$ cat src/rtl/mem_arbiter_if.sv
// Bundle of the fetch port, data port and synchronous-memory signals around mem_arbiter.
// slave is the arbiter's view; master is the requester/memory side.
interface mem_arbiter_if #(
  parameter int AWIDTH = 16,
  parameter int DWIDTH = 16
);
  logic              i_req;
  logic [AWIDTH-1:0] i_addr;
  logic              i_ack;
  logic              i_rvalid;
  logic [DWIDTH-1:0] i_rdata;

  logic              d_req;
  logic              d_we;
  logic [AWIDTH-1:0] d_addr;
  logic [DWIDTH-1:0] d_wdata;
  logic              d_ack;
  logic              d_rvalid;
  logic [DWIDTH-1:0] d_rdata;

  logic              mem_re;
  logic [AWIDTH-1:0] mem_raddr;
  logic [DWIDTH-1:0] mem_rdata;
  logic              mem_we;
  logic [AWIDTH-1:0] mem_waddr;
  logic [DWIDTH-1:0] mem_wdata;

  modport slave (
    input  i_req, i_addr, d_req, d_we, d_addr, d_wdata, mem_rdata,
    output i_ack, i_rvalid, i_rdata, d_ack, d_rvalid, d_rdata,
           mem_re, mem_raddr, mem_we, mem_waddr, mem_wdata
  );

  modport master (
    output i_req, i_addr, d_req, d_we, d_addr, d_wdata, mem_rdata,
    input  i_ack, i_rvalid, i_rdata, d_ack, d_rvalid, d_rdata,
           mem_re, mem_raddr, mem_we, mem_waddr, mem_wdata
  );
endinterface

$ cat src/rtl/mem_arbiter.sv
// Two-port (fetch/data) arbiter onto one synchronous memory; grant is same-cycle, read data returns 2 cycles after issue.
// Data port has priority; fetch is forced through after MAXWAIT consecutive denials. No backpressure on responses.
module mem_arbiter #(
  parameter int AWIDTH  = 16,
  parameter int DWIDTH  = 16,
  parameter int MAXWAIT = 3
) (
  input  logic clk,
  input  logic rst,
  mem_arbiter_if.slave bus
);
  localparam int SW = (MAXWAIT < 1) ? 1 : $clog2(MAXWAIT + 1);

  typedef enum logic { OWN_FETCH = 1'b0, OWN_DATA = 1'b1 } owner_t;

  logic [SW-1:0]     starve;
  logic              s1_vld;
  owner_t            s1_owner;
  logic              i_rvalid_q, d_rvalid_q;
  logic [DWIDTH-1:0] i_rdata_q, d_rdata_q;

  logic starve_max, grant_i, grant_d, rd_issue, wr_issue;

  // Grants are gated by reset so every command output is quiet while rst is low.
  always_comb begin
    starve_max = (starve == SW'(MAXWAIT));
    grant_i    = rst & bus.i_req & (~bus.d_req | starve_max);
    grant_d    = rst & bus.d_req & ~grant_i;
    rd_issue   = grant_i | (grant_d & ~bus.d_we);
    wr_issue   = grant_d & bus.d_we;
  end

  assign bus.i_ack     = grant_i;
  assign bus.d_ack     = grant_d;
  assign bus.mem_re    = rd_issue;
  assign bus.mem_raddr = grant_i ? bus.i_addr :
                         (rd_issue ? bus.d_addr : '0);
  assign bus.mem_we    = wr_issue;
  assign bus.mem_waddr = wr_issue ? bus.d_addr  : '0;
  assign bus.mem_wdata = wr_issue ? bus.d_wdata : '0;

  assign bus.i_rvalid  = i_rvalid_q;
  assign bus.i_rdata   = i_rdata_q;
  assign bus.d_rvalid  = d_rvalid_q;
  assign bus.d_rdata   = d_rdata_q;

  always_ff @(posedge clk or negedge rst) begin
    if (!rst) begin
      starve     <= '0;
      s1_vld     <= 1'b0;
      s1_owner   <= OWN_FETCH;
      i_rvalid_q <= 1'b0;
      d_rvalid_q <= 1'b0;
      i_rdata_q  <= '0;
      d_rdata_q  <= '0;
    end else begin
      if (grant_i || !bus.i_req)
        starve <= '0;
      else if (!starve_max)
        starve <= starve + SW'(1);

      // Stage 1 tags the read in flight; stage 2 captures memory data for its owner.
      s1_vld   <= rd_issue;
      s1_owner <= grant_i ? OWN_FETCH : OWN_DATA;

      i_rvalid_q <= s1_vld && (s1_owner == OWN_FETCH);
      d_rvalid_q <= s1_vld && (s1_owner == OWN_DATA);
      if (s1_vld && (s1_owner == OWN_FETCH))
        i_rdata_q <= bus.mem_rdata;
      if (s1_vld && (s1_owner == OWN_DATA))
        d_rdata_q <= bus.mem_rdata;
    end
  end
endmodule

$ cat src/flat_wrapper.sv
// flat-port wrapper written by rule: the top's interface ports become plain ports
module mem_arbiter_flat 
#(
  parameter int AWIDTH  = 16,
  parameter int DWIDTH  = 16,
  parameter int MAXWAIT = 3
)
  (clk, rst, bus_i_req, bus_i_addr, bus_d_req, bus_d_we, bus_d_addr, bus_d_wdata, bus_mem_rdata, bus_i_ack, bus_i_rvalid, bus_i_rdata, bus_d_ack, bus_d_rvalid, bus_d_rdata, bus_mem_re, bus_mem_raddr, bus_mem_we, bus_mem_waddr, bus_mem_wdata);
  mem_arbiter_if #(.AWIDTH(AWIDTH), .DWIDTH(DWIDTH)) bus_i ();
  input  logic clk;
  input  logic rst;
  input wire logic [$bits(bus_i.i_req)-1:0] bus_i_req;
  input wire logic [$bits(bus_i.i_addr)-1:0] bus_i_addr;
  input wire logic [$bits(bus_i.d_req)-1:0] bus_d_req;
  input wire logic [$bits(bus_i.d_we)-1:0] bus_d_we;
  input wire logic [$bits(bus_i.d_addr)-1:0] bus_d_addr;
  input wire logic [$bits(bus_i.d_wdata)-1:0] bus_d_wdata;
  input wire logic [$bits(bus_i.mem_rdata)-1:0] bus_mem_rdata;
  output wire logic [$bits(bus_i.i_ack)-1:0] bus_i_ack;
  output wire logic [$bits(bus_i.i_rvalid)-1:0] bus_i_rvalid;
  output wire logic [$bits(bus_i.i_rdata)-1:0] bus_i_rdata;
  output wire logic [$bits(bus_i.d_ack)-1:0] bus_d_ack;
  output wire logic [$bits(bus_i.d_rvalid)-1:0] bus_d_rvalid;
  output wire logic [$bits(bus_i.d_rdata)-1:0] bus_d_rdata;
  output wire logic [$bits(bus_i.mem_re)-1:0] bus_mem_re;
  output wire logic [$bits(bus_i.mem_raddr)-1:0] bus_mem_raddr;
  output wire logic [$bits(bus_i.mem_we)-1:0] bus_mem_we;
  output wire logic [$bits(bus_i.mem_waddr)-1:0] bus_mem_waddr;
  output wire logic [$bits(bus_i.mem_wdata)-1:0] bus_mem_wdata;
  assign bus_i.i_req = bus_i_req;
  assign bus_i.i_addr = bus_i_addr;
  assign bus_i.d_req = bus_d_req;
  assign bus_i.d_we = bus_d_we;
  assign bus_i.d_addr = bus_d_addr;
  assign bus_i.d_wdata = bus_d_wdata;
  assign bus_i.mem_rdata = bus_mem_rdata;
  assign bus_i_ack = bus_i.i_ack;
  assign bus_i_rvalid = bus_i.i_rvalid;
  assign bus_i_rdata = bus_i.i_rdata;
  assign bus_d_ack = bus_i.d_ack;
  assign bus_d_rvalid = bus_i.d_rvalid;
  assign bus_d_rdata = bus_i.d_rdata;
  assign bus_mem_re = bus_i.mem_re;
  assign bus_mem_raddr = bus_i.mem_raddr;
  assign bus_mem_we = bus_i.mem_we;
  assign bus_mem_waddr = bus_i.mem_waddr;
  assign bus_mem_wdata = bus_i.mem_wdata;
  mem_arbiter #(.AWIDTH(AWIDTH), .DWIDTH(DWIDTH), .MAXWAIT(MAXWAIT)) u_core (.clk(clk), .rst(rst), .bus(bus_i));
endmodule
$ cat config.mk
export PLATFORM = sky130hd
export DESIGN_NAME = mem_arbiter_flat
export DESIGN_NICKNAME = d
export VERILOG_FILES = /design/src/rtl/mem_arbiter_if.sv /design/src/rtl/mem_arbiter.sv /design/src/flat_wrapper.sv
export SDC_FILE = /design/constraint.sdc
export NUM_CORES = 1
export LEC_CHECK = 0
export ABC_AREA = 0
export CELL_PAD_IN_SITES_DETAIL_PLACEMENT = 0
export CELL_PAD_IN_SITES_GLOBAL_PLACEMENT = 1
export CORE_MARGIN = 2
export CORE_UTILIZATION = 23
export CTS_CLUSTER_SIZE = 10
export DETAILED_ROUTE_END_ITERATION = 8
export PLACE_DENSITY_LB_ADDON = 0.1
export SLEW_MARGIN = 20
export SYNTH_ARGS = -nofsm -noshare
export SYNTH_HDL_FRONTEND = slang
export SYNTH_SLANG_ARGS = --single-unit
export TNS_END_PERCENT = 50
$ cat constraint.sdc
create_clock -name clk -period 2 [get_ports clk]
set_input_delay 0.4 -clock clk [delete_from_list [all_inputs] [get_ports clk]]
set_output_delay 0.4 -clock clk [all_outputs]
set_load 0.02 [all_outputs]
# Yosys cells after proc, flatten, opt, wreduce, memory -nomap -nowiden
# Cells that the tools add are included.
[classes]
addsub = 1
mul = 0
div_mod_pow = 0
magnitude_cmp = 0
eq_ne = 2
shift = 0
muxes = 7
bitwise_logic = 12
reduce_logical = 4
[op_table]
columns = ["op", "n"]
rows = [
  ["$mux W16", 4],
  ["$and A1 B1 Y1", 6],
  ["$mux W2", 2],
  ["$not A1 Y1", 4],
  ["$add A2 B1 Y2 const B", 1],
  ["$eq A2 B2 Y1 const B", 1],
  ["$logic_and A1 B1 Y1", 2],
  ["$ne A2 B2 Y1 const B", 1],
  ["$or A1 B1 Y1", 2],
  ["$logic_not A1 Y1", 1],
  ["$logic_or A1 B1 Y1", 1],
  ["$mux W1", 1],
]
[totals]
ff_bits = 38
latchBits = 0
ramBits = 0
romBits = 0
inputBits = 69
output_inout_bits = 86
elab_cells = 33
mem_count = 0

# Depth between registers and ports, before layout
# Gate-level depths: netlist of the first run.
[depth]
depth_word = 9
depth_mapped = 6
ltp_nobuf = 4

# Least setup slack after synthesis of the first run
# OpenSTA, ideal clock, no wires.
[synth_path]
path_type = "flip-flop to output port"
from = "register u_core.starve[0]"
to = "output port bus_mem_raddr[14]"
t_arrival_ns = 1.458
t_required_ns = 1.600
setup_slack_ns = 0.142
path_stages_with_launch = 6
path_cell_list = "dfrtp_1 > ha_1 > buf_2 > a211oi_4 > buf_6 > a22o_1"
[synth_between]
elab_chain_len = 9
[synth_rtl]
columns = ["element", "line", "source"]
rows = [
  ["from (decl)", "mem_arbiter.sv:16", "logic [SW-1:0] starve;"],
  ["from (signal assigned)", "mem_arbiter.sv:60", "starve <= starve + SW'(1);"],
  ["$eq A2 B2 Y1 *", "mem_arbiter.sv:26", "starve_max = (starve == SW'(MAXWAIT));"],
  ["$or A1 B1 Y1 *", "mem_arbiter.sv:27", "grant_i = rst & bus.i_req & (~bus.d_req | starve_max);"],
  ["$and A1 B1 Y1 *", "mem_arbiter.sv:27", ""],
  ["$not A1 Y1", "mem_arbiter.sv:28", "grant_d = rst & bus.d_req & ~grant_i;"],
  ["$and A1 B1 Y1", "mem_arbiter.sv:28", ""],
  ["$and A1 B1 Y1", "mem_arbiter.sv:29", "rd_issue = grant_i | (grant_d & ~bus.d_we);"],
  ["$or A1 B1 Y1", "mem_arbiter.sv:29", ""],
  ["$mux W16", "mem_arbiter.sv:37", "(rd_issue ? bus.d_addr : '0);"],
  ["$mux W16 *", "mem_arbiter.sv:36", "assign bus.mem_raddr = grant_i ? bus.i_addr :"],
  ["to (decl)", "flat_wrapper.sv:26", "output wire logic [$bits(bus_i.mem_raddr)-1:0] bus_mem_raddr;"],
]
# Mark *: on every way between the ends. The rest lies on a longest branch, timed or not.

# Worst setup path after layout of the first run
[layout_path]
from = "register u_core.starve[1]"
to = "output port bus_mem_waddr[6]"
[layout_between]
elab_chain_len = 7
[layout_rtl]
columns = ["element", "line", "source"]
rows = [
  ["$eq A2 B2 Y1", "mem_arbiter.sv:26", ""],
  ["$or A1 B1 Y1", "mem_arbiter.sv:27", ""],
  ["$and A1 B1 Y1", "mem_arbiter.sv:27", ""],
  ["$not A1 Y1", "mem_arbiter.sv:28", ""],
  ["$and A1 B1 Y1", "mem_arbiter.sv:28", ""],
  ["$and A1 B1 Y1", "mem_arbiter.sv:30", "wr_issue = grant_d & bus.d_we;"],
  ["$mux W16", "mem_arbiter.sv:39", "assign bus.mem_waddr = wr_issue ? bus.d_addr : '0;"],
  ["to (decl)", "flat_wrapper.sv:28", "output wire logic [$bits(bus_i.mem_waddr)-1:0] bus_mem_waddr;"],
]
# No other way between the ends.

==> results of run 1 <==
per-layer routing:
| layer | vias to the layer above | GRT usage | part of all wire | wire length, um |
|---|---|---|---|---|
| met3 | 4 | 0.06544 | 0.10 | 681 |
| li1 | 856 | - | - | - |
| met5 | - | 0 | 0 | 0 |
| met1 | 863 | 0.1665 | 0.38 | 2558 |
| met2 | 100 | 0.2583 | 0.51 | 3435 |
| met4 | 0 | 0.04106 | 0.0089 | 60 |
repair_timing:
action / CTS / global route
resized for setup: 331 / 18
buffers inserted: 5 / 1
hold buffers: 0 / 0
endpoints found under the setup margin: 52 / 51
pin swaps: 9 / 7
cloned: 4 / 2
power breakdown:
part	leakage (nW)	switching [mW]	total, mW	internal (mW)
Combinational	1.31	0.517	1.21	0.696
Sequential	0.448	0.0858	1.03	0.944
Clock	0.0714	0.262	0.794	0.532
Total	1.83	0.865	3.04	2.17
sequential cells by signal (all words and copies together) (netlist names):
name                 cells
u_core.starve            2
u_core.bus.d_rvalid      1
u_core.s1_vld            1
u_core.s1_owner          1
u_core.bus.i_rdata      16
u_core.bus.d_rdata      16
u_core.bus.i_rvalid      1
synth_stat cells, drive strengths merged:
master | count | area, sq um
a211oi | 2 | 40.04
a21oi | 2 | 13.76
a22o | 16 | 151.4
and2 | 32 | 200.2
buf | 10 | 82.57
dfrtp | 38 | 950.9
ha | 1 | 12.51
inv | 5 | 18.77
mux2 | 32 | 360.4
mux2i | 1 | 10.01
nand2 | 3 | 13.77
nand2b | 1 | 6.260
nor3b | 2 | 15.01
or2 | 1 | 6.260
xor2 | 1 | 8.760
area by class of cell:
class / count / area [sq um]
Fill cell: 751 / 3981
Timing Repair Buffer: 178 / 1892
Multi-Input combinational cell: 94 / 973.4
Sequential cell: 38 / 950.9
Tap cell: 105 / 131.4
Clock buffer: 6 / 82.58
Clock inverter: 2 / 60.06
Inverter: 5 / 18.77
Antenna cell: 1 / 2.502
logic make-up (layout without fill, tap and decap cells):
group / Yosys count / after routing
simple gates: 39 / 39
other cells: 0 / 1
mux: 33 / 33
xor+xnor: 1 / 1
buf+inv: 15 / 191
compound gates: 20 / 20
flops: 38 / 38
fa+ha+maj: 1 / 1
path summary, 6_finish.rpt:
check,start,depth (start not counted),end
worst max-delay path,u_core.starve[1]$_DFFE_PN0P_,6,bus_mem_waddr[6]
worst min-delay path,rst,3,u_core.starve[1]$_DFFE_PN0P_
worst max register to register,u_core.starve[1]$_DFFE_PN0P_,6,u_core.s1_vld$_DFF_PN0_
worst min register to register,u_core.bus.d_rdata[6]$_DFFE_PN0P_,1,u_core.bus.d_rdata[6]$_DFFE_PN0P_
max in group asynchronous,rst,2,u_core.bus.d_rdata[0]$_DFFE_PN0P_
min in group clk,u_core.bus.d_rdata[6]$_DFFE_PN0P_,1,u_core.bus.d_rdata[6]$_DFFE_PN0P_
metrics by stage:
stage | utilization | cells
global route | 0.5077 | 428
floorplan | - | 147
CTS | 0.5009 | 426
finish | 0.5080 | 429
detailed placement | 0.4462 | 409
global placement | 0.4462 | 409
critical path: cells and delay by family (launching register included):
| family | cells | cell delay [ns] |
|---|---|---|
| AO/OA/AOI/OAI | 1 | 0.23 |
| AND/OR/NAND/NOR | 1 | 0.14 |
| adder cells (fa/ha/maj) | 1 | 0.21 |
| buffers and inverters | 3 | 0.43 |
| flip-flops | 1 | 0.42 |
==> results_dict.tcl, run 1 <==
set metrics [dict create \
    worst_ep_required_time_ns 1.60 \
    clock_path_buffers 2 \
    setup_ws_ns -0.1042 \
    std_cell_rows 33 \
    skew_ns 0.003529 \
    start_util 0.2336 \
    grt_pass1_wl_mm 10.14 \
    fin_tns_setup_ns -3.771 \
    totalPowerFinal_mw 3.037 \
    clkTransAtPathRegs_ns 0.07 \
    worst_setup_path_start_kind "flop" \
    crit_chain "ha_4, a211oi_4, buf_6, clkbuf_16, and2_4, buf_6" \
    drc 0 \
    grt_max_degree 35 \
    synth-xor-area-share 0.004633 \
    syn_area_per_cell_sq_um 12.86 \
    cellPowerDensity_nw_per_um2 738.8 \
    first_global_vias 2008 \
    syn2layout_area_growth_pct 117.5 \
    die_area_sq_um 8961 \
    violations "setup timing" \
    yosys_register_bits 38 \
    fin_nets 392 \
    fin_crit_sh 1.052 \
    crit_type "flop to primary output" \
    yosysUniqueCellTypes 20 \
    routabilityCongestion 0.7008 \
    wire_per_inst_um 15.70 \
    antenna_found_initial 1 \
    slew_headroom 0.7123 \
    synth_fa_ha_area_frac 0.006618 \
    r2r_setup_slack_ns 0.58 \
    max_cap_viol_count 0 \
    fp.dieW_um 94.67 \
    cpMaxStageDelayCell "dfrtp_1" \
    drtIter0Drc 4 \
    clk_latency_ns 0.28 \
    max_freq_mhz 475.2 \
    cp_max_fo 5 \
    die_h_um 94.67 \
    status "finished with violations" \
    placed_cell_area_sq_um 3611 \
    synth_compound_area_frac 0.1085 \
    routed_via_density 4.249 \
    mostFrequentLayoutCell "clkdlybuf4s50_1" \
    critical_path_arrival_ns 1.70 \
    final_max_slew_viol_count 0 \
    io_buffers 154 \
    ys_seq_area_frac 0.5030 \
    drive_gt1_frac 0.4644 \
    vias 1823 \
    crit_top_cell "buf_6" \
    leakage_nw 1.829 \
    floorplan.core_area_sq_um 8093 \
    syn-cell-area_sq_um 1891 \
    synth_nets 217 \
    io_pins 155 \
    rsz0062_at_grt "true" \
    hold_class "input port to async pin" \
    cts_tree "yes" \
    clock_tree.root_cell "clkbuf_8" \
    postRouteAntennaNets 0 \
    finalInstanceArea_sq_um 4111 \
    cts.sinks 38 \
    h-tree-depth 2 \
    place_ws_ns -0.7186 \
    overflow 0 \
    synth_top_family_by_area "multiplexers" \
    slowest_delay_ns 0.42 \
    syn_inst 147 \
    routed_wl_mm 6.735 \
    setup_viol_count_final 49 \
    finalCriticalPeriod_ns 2.104 \
    whs_ns 0.1418 \
    cts_inserted_buffers 5 \
    post-dp-hpwl_mm 4.777 \
    peakVddDrop_uv 361.6 \
    yosys_warnings 0 \
    first_pass_iters 3 \
    synthSimpleGateAreaFrac 0.1277 \
    hold_violations 0 \
    synthMuxAreaShare 0.1959 \
    final_cell_mix "98 x clkdlybuf4s50_1, 52 x buf_6, 38 x dfrtp_1" \
    tightest_slew_ns 0.4316 \
    grt_use_total 0.1492 \
    critical_path.endpoint_type "primary output" \
]
No activity file was read; power rests on OpenSTA's default activity.
==> run 2, diff against run 1 <==
Settings changed: SKIP_CTS_REPAIR_TIMING set to 1.
==> results_dict.tcl, run 2 (synthesis gave the netlist of run 1 again) <==
set metrics [dict create \
    io_buffers 154 \
    fin_crit_sh 1.070 \
    fill_cells 786 \
    final_max_slew_viol_count 0 \
    vias 1792 \
    r2r_start "u_core.starve[0]$_DFFE_PN0P_" \
    clock_path_buffers 2 \
    die_h_um 94.67 \
    clock_tree.root_cell "clkbuf_8" \
    worst_ep_required_time_ns 1.60 \
    endpoint "bus_mem_wdata[15]" \
    drc 0 \
    h-tree-depth 2 \
    worst-r2r-cell-count 6 \
    setup_viol_count_final 49 \
    io_pins 155 \
    routabilityCongestion 0.7008 \
    mostFrequentLayoutCell "clkdlybuf4s50_1" \
    pwr-share-seq 0.344 \
    finalCriticalPeriod_ns 2.139 \
    grt_max_degree 35 \
    slew_headroom 0.7134 \
    clkTransAtPathRegs_ns 0.07 \
    violations "setup timing" \
    postRouteAntennaNets 0 \
    power_switching_mw 0.8553 \
    whs_ns 0.1390 \
    post-dp-hpwl_mm 4.777 \
    cts_inserted_buffers 5 \
    grt_use_total 0.1348 \
    first_global_vias 1916 \
    comb_power_share 0.391 \
    cp_max_fo 8 \
    wire_per_inst_um 15.00 \
    tightest_slew_ns 0.4299 \
    hold_class "input port to async pin" \
    cts.sinks 38 \
    critical_path.endpoint_type "primary output" \
    fp.dieW_um 94.67 \
    setup_ws_ns -0.1392 \
    hold_violations 0 \
    finalNonFillerCells 425 \
    final_cell_mix "98 x clkdlybuf4s50_1, 38 x dfrtp_1, 32 x mux2_2" \
    floorplan.core_area_sq_um 8093 \
    totalPowerFinal_mw 2.999 \
    overflow 0 \
    critical_path_arrival_ns 1.74 \
    grt_pass1_wl_mm 9.239 \
    die_area_sq_um 8961 \
    netSwitchingFraction 0.2852 \
    start_util 0.2336 \
    drtIter0Drc 6 \
    leakage_nw 1.792 \
    status "finished with violations" \
    peakVddDrop_uv 362.3 \
    syn2layout_area_growth_pct 107.5 \
    dp_cells 409 \
    fin_tns_setup_ns -4.179 \
    critPathLaunch "u_core.starve[0]$_DFFE_PN0P_" \
    max_cap_viol_count 0 \
    rsz0062_at_grt "true" \
    crit_type "flop to primary output" \
    std_cell_rows 33 \
    clkPwrFrac 0.266 \
    worst_setup_path_start_kind "flop" \
    r2r-end "u_core.s1_vld$_DFF_PN0_" \
    clk_latency_ns 0.28 \
    routed_wl_mm 6.376 \
    skew_ns 0.003586 \
    drive_gt1_frac 0.4326 \
    p_int_mw 2.144 \
    cellPowerDensity_nw_per_um2 764.5 \
    max_freq_mhz 467.5 \
    fin_nets 388 \
    first_pass_iters 3 \
    cts_tree "yes" \
    fin_util 0.4847 \
    r2r_setup_slack_ns 0.51 \
    antenna_found_initial 1 \
    routed_via_density 4.216 \
]
run 2: cell count changes in the layout (fill, tap and decap cells not counted), sizes merged:
cell,change
buf,-15
clkbuf,+11
dlygate4sd2,-4
dlymetal6s2s,+4
run 2: worst min-delay path by stage:
stage / endpoint / cells past startpoint
floorplan: u_core.bus.d_rdata[0]$_DFFE_PN0P_ / 0
global placement: u_core.starve[1]$_DFFE_PN0P_ / 3
detailed placement: u_core.starve[1]$_DFFE_PN0P_ / 3
CTS: u_core.starve[1]$_DFFE_PN0P_ / 3
global route: u_core.starve[1]$_DFFE_PN0P_ / 3
finish: u_core.starve[1]$_DFFE_PN0P_ / 3
run 2: layout make-up:
cell class / count / area [sq um] / area share
antenna: 1 / 2.502 / 0.0006380
clock buffer: 6 / 82.58 / 0.02105
clock inverter: 2 / 60.06 / 0.01531
inverter: 5 / 18.77 / 0.004785
multi-input combinational: 94 / 938.4 / 0.2392
sequential: 38 / 950.9 / 0.2424
tap: 105 / 131.4 / 0.03349
timing repair buffer: 174 / 1738 / 0.4431
run 2: through the flow:
step | cell area [sq um] | setup WS [ns]
after detailed placement | 3611 | -0.7186
after global routing | 3920 | -0.2261
after global placement | 3611 | -0.7068
final | 3923 | -0.1392
after CTS | 3754 | -0.7059
after floorplan | 1891 | 0.1425
run 2: power groups by stage:
stage	clock, mW	sequential, mW	combinational, mW
5_1_grt	0.858	1.06	1.25
4_1_cts	0.830	1.03	1.15
3_5_place_dp	0	1.05	1.14
6_report	0.797	1.03	1.17
3_3_place_gp	0	1.04	1.15
2_1_floorplan	0	1.25	0.294
run 2: routing by layer:
| layer | vias up | track usage | share of wire |
|---|---|---|---|
| met3 | 2 | 0.06784 | 0.11 |
| met1 | 840 | 0.1521 | 0.39 |
| met5 | - | 0 | 0 |
| li1 | 852 | - | - |
| met2 | 98 | 0.2252 | 0.50 |
| met4 | 0 | 0.03623 | 0.0060 |
run 2: worst max-delay path, cell delays in order (launching register included):
cell and delay (ns):
dfrtp_1 0.42, ha_4 0.21, a211oi_4 0.22, buf_4 0.18, clkbuf_16 0.15, and2_1 0.12
clkbuf_2 0.16
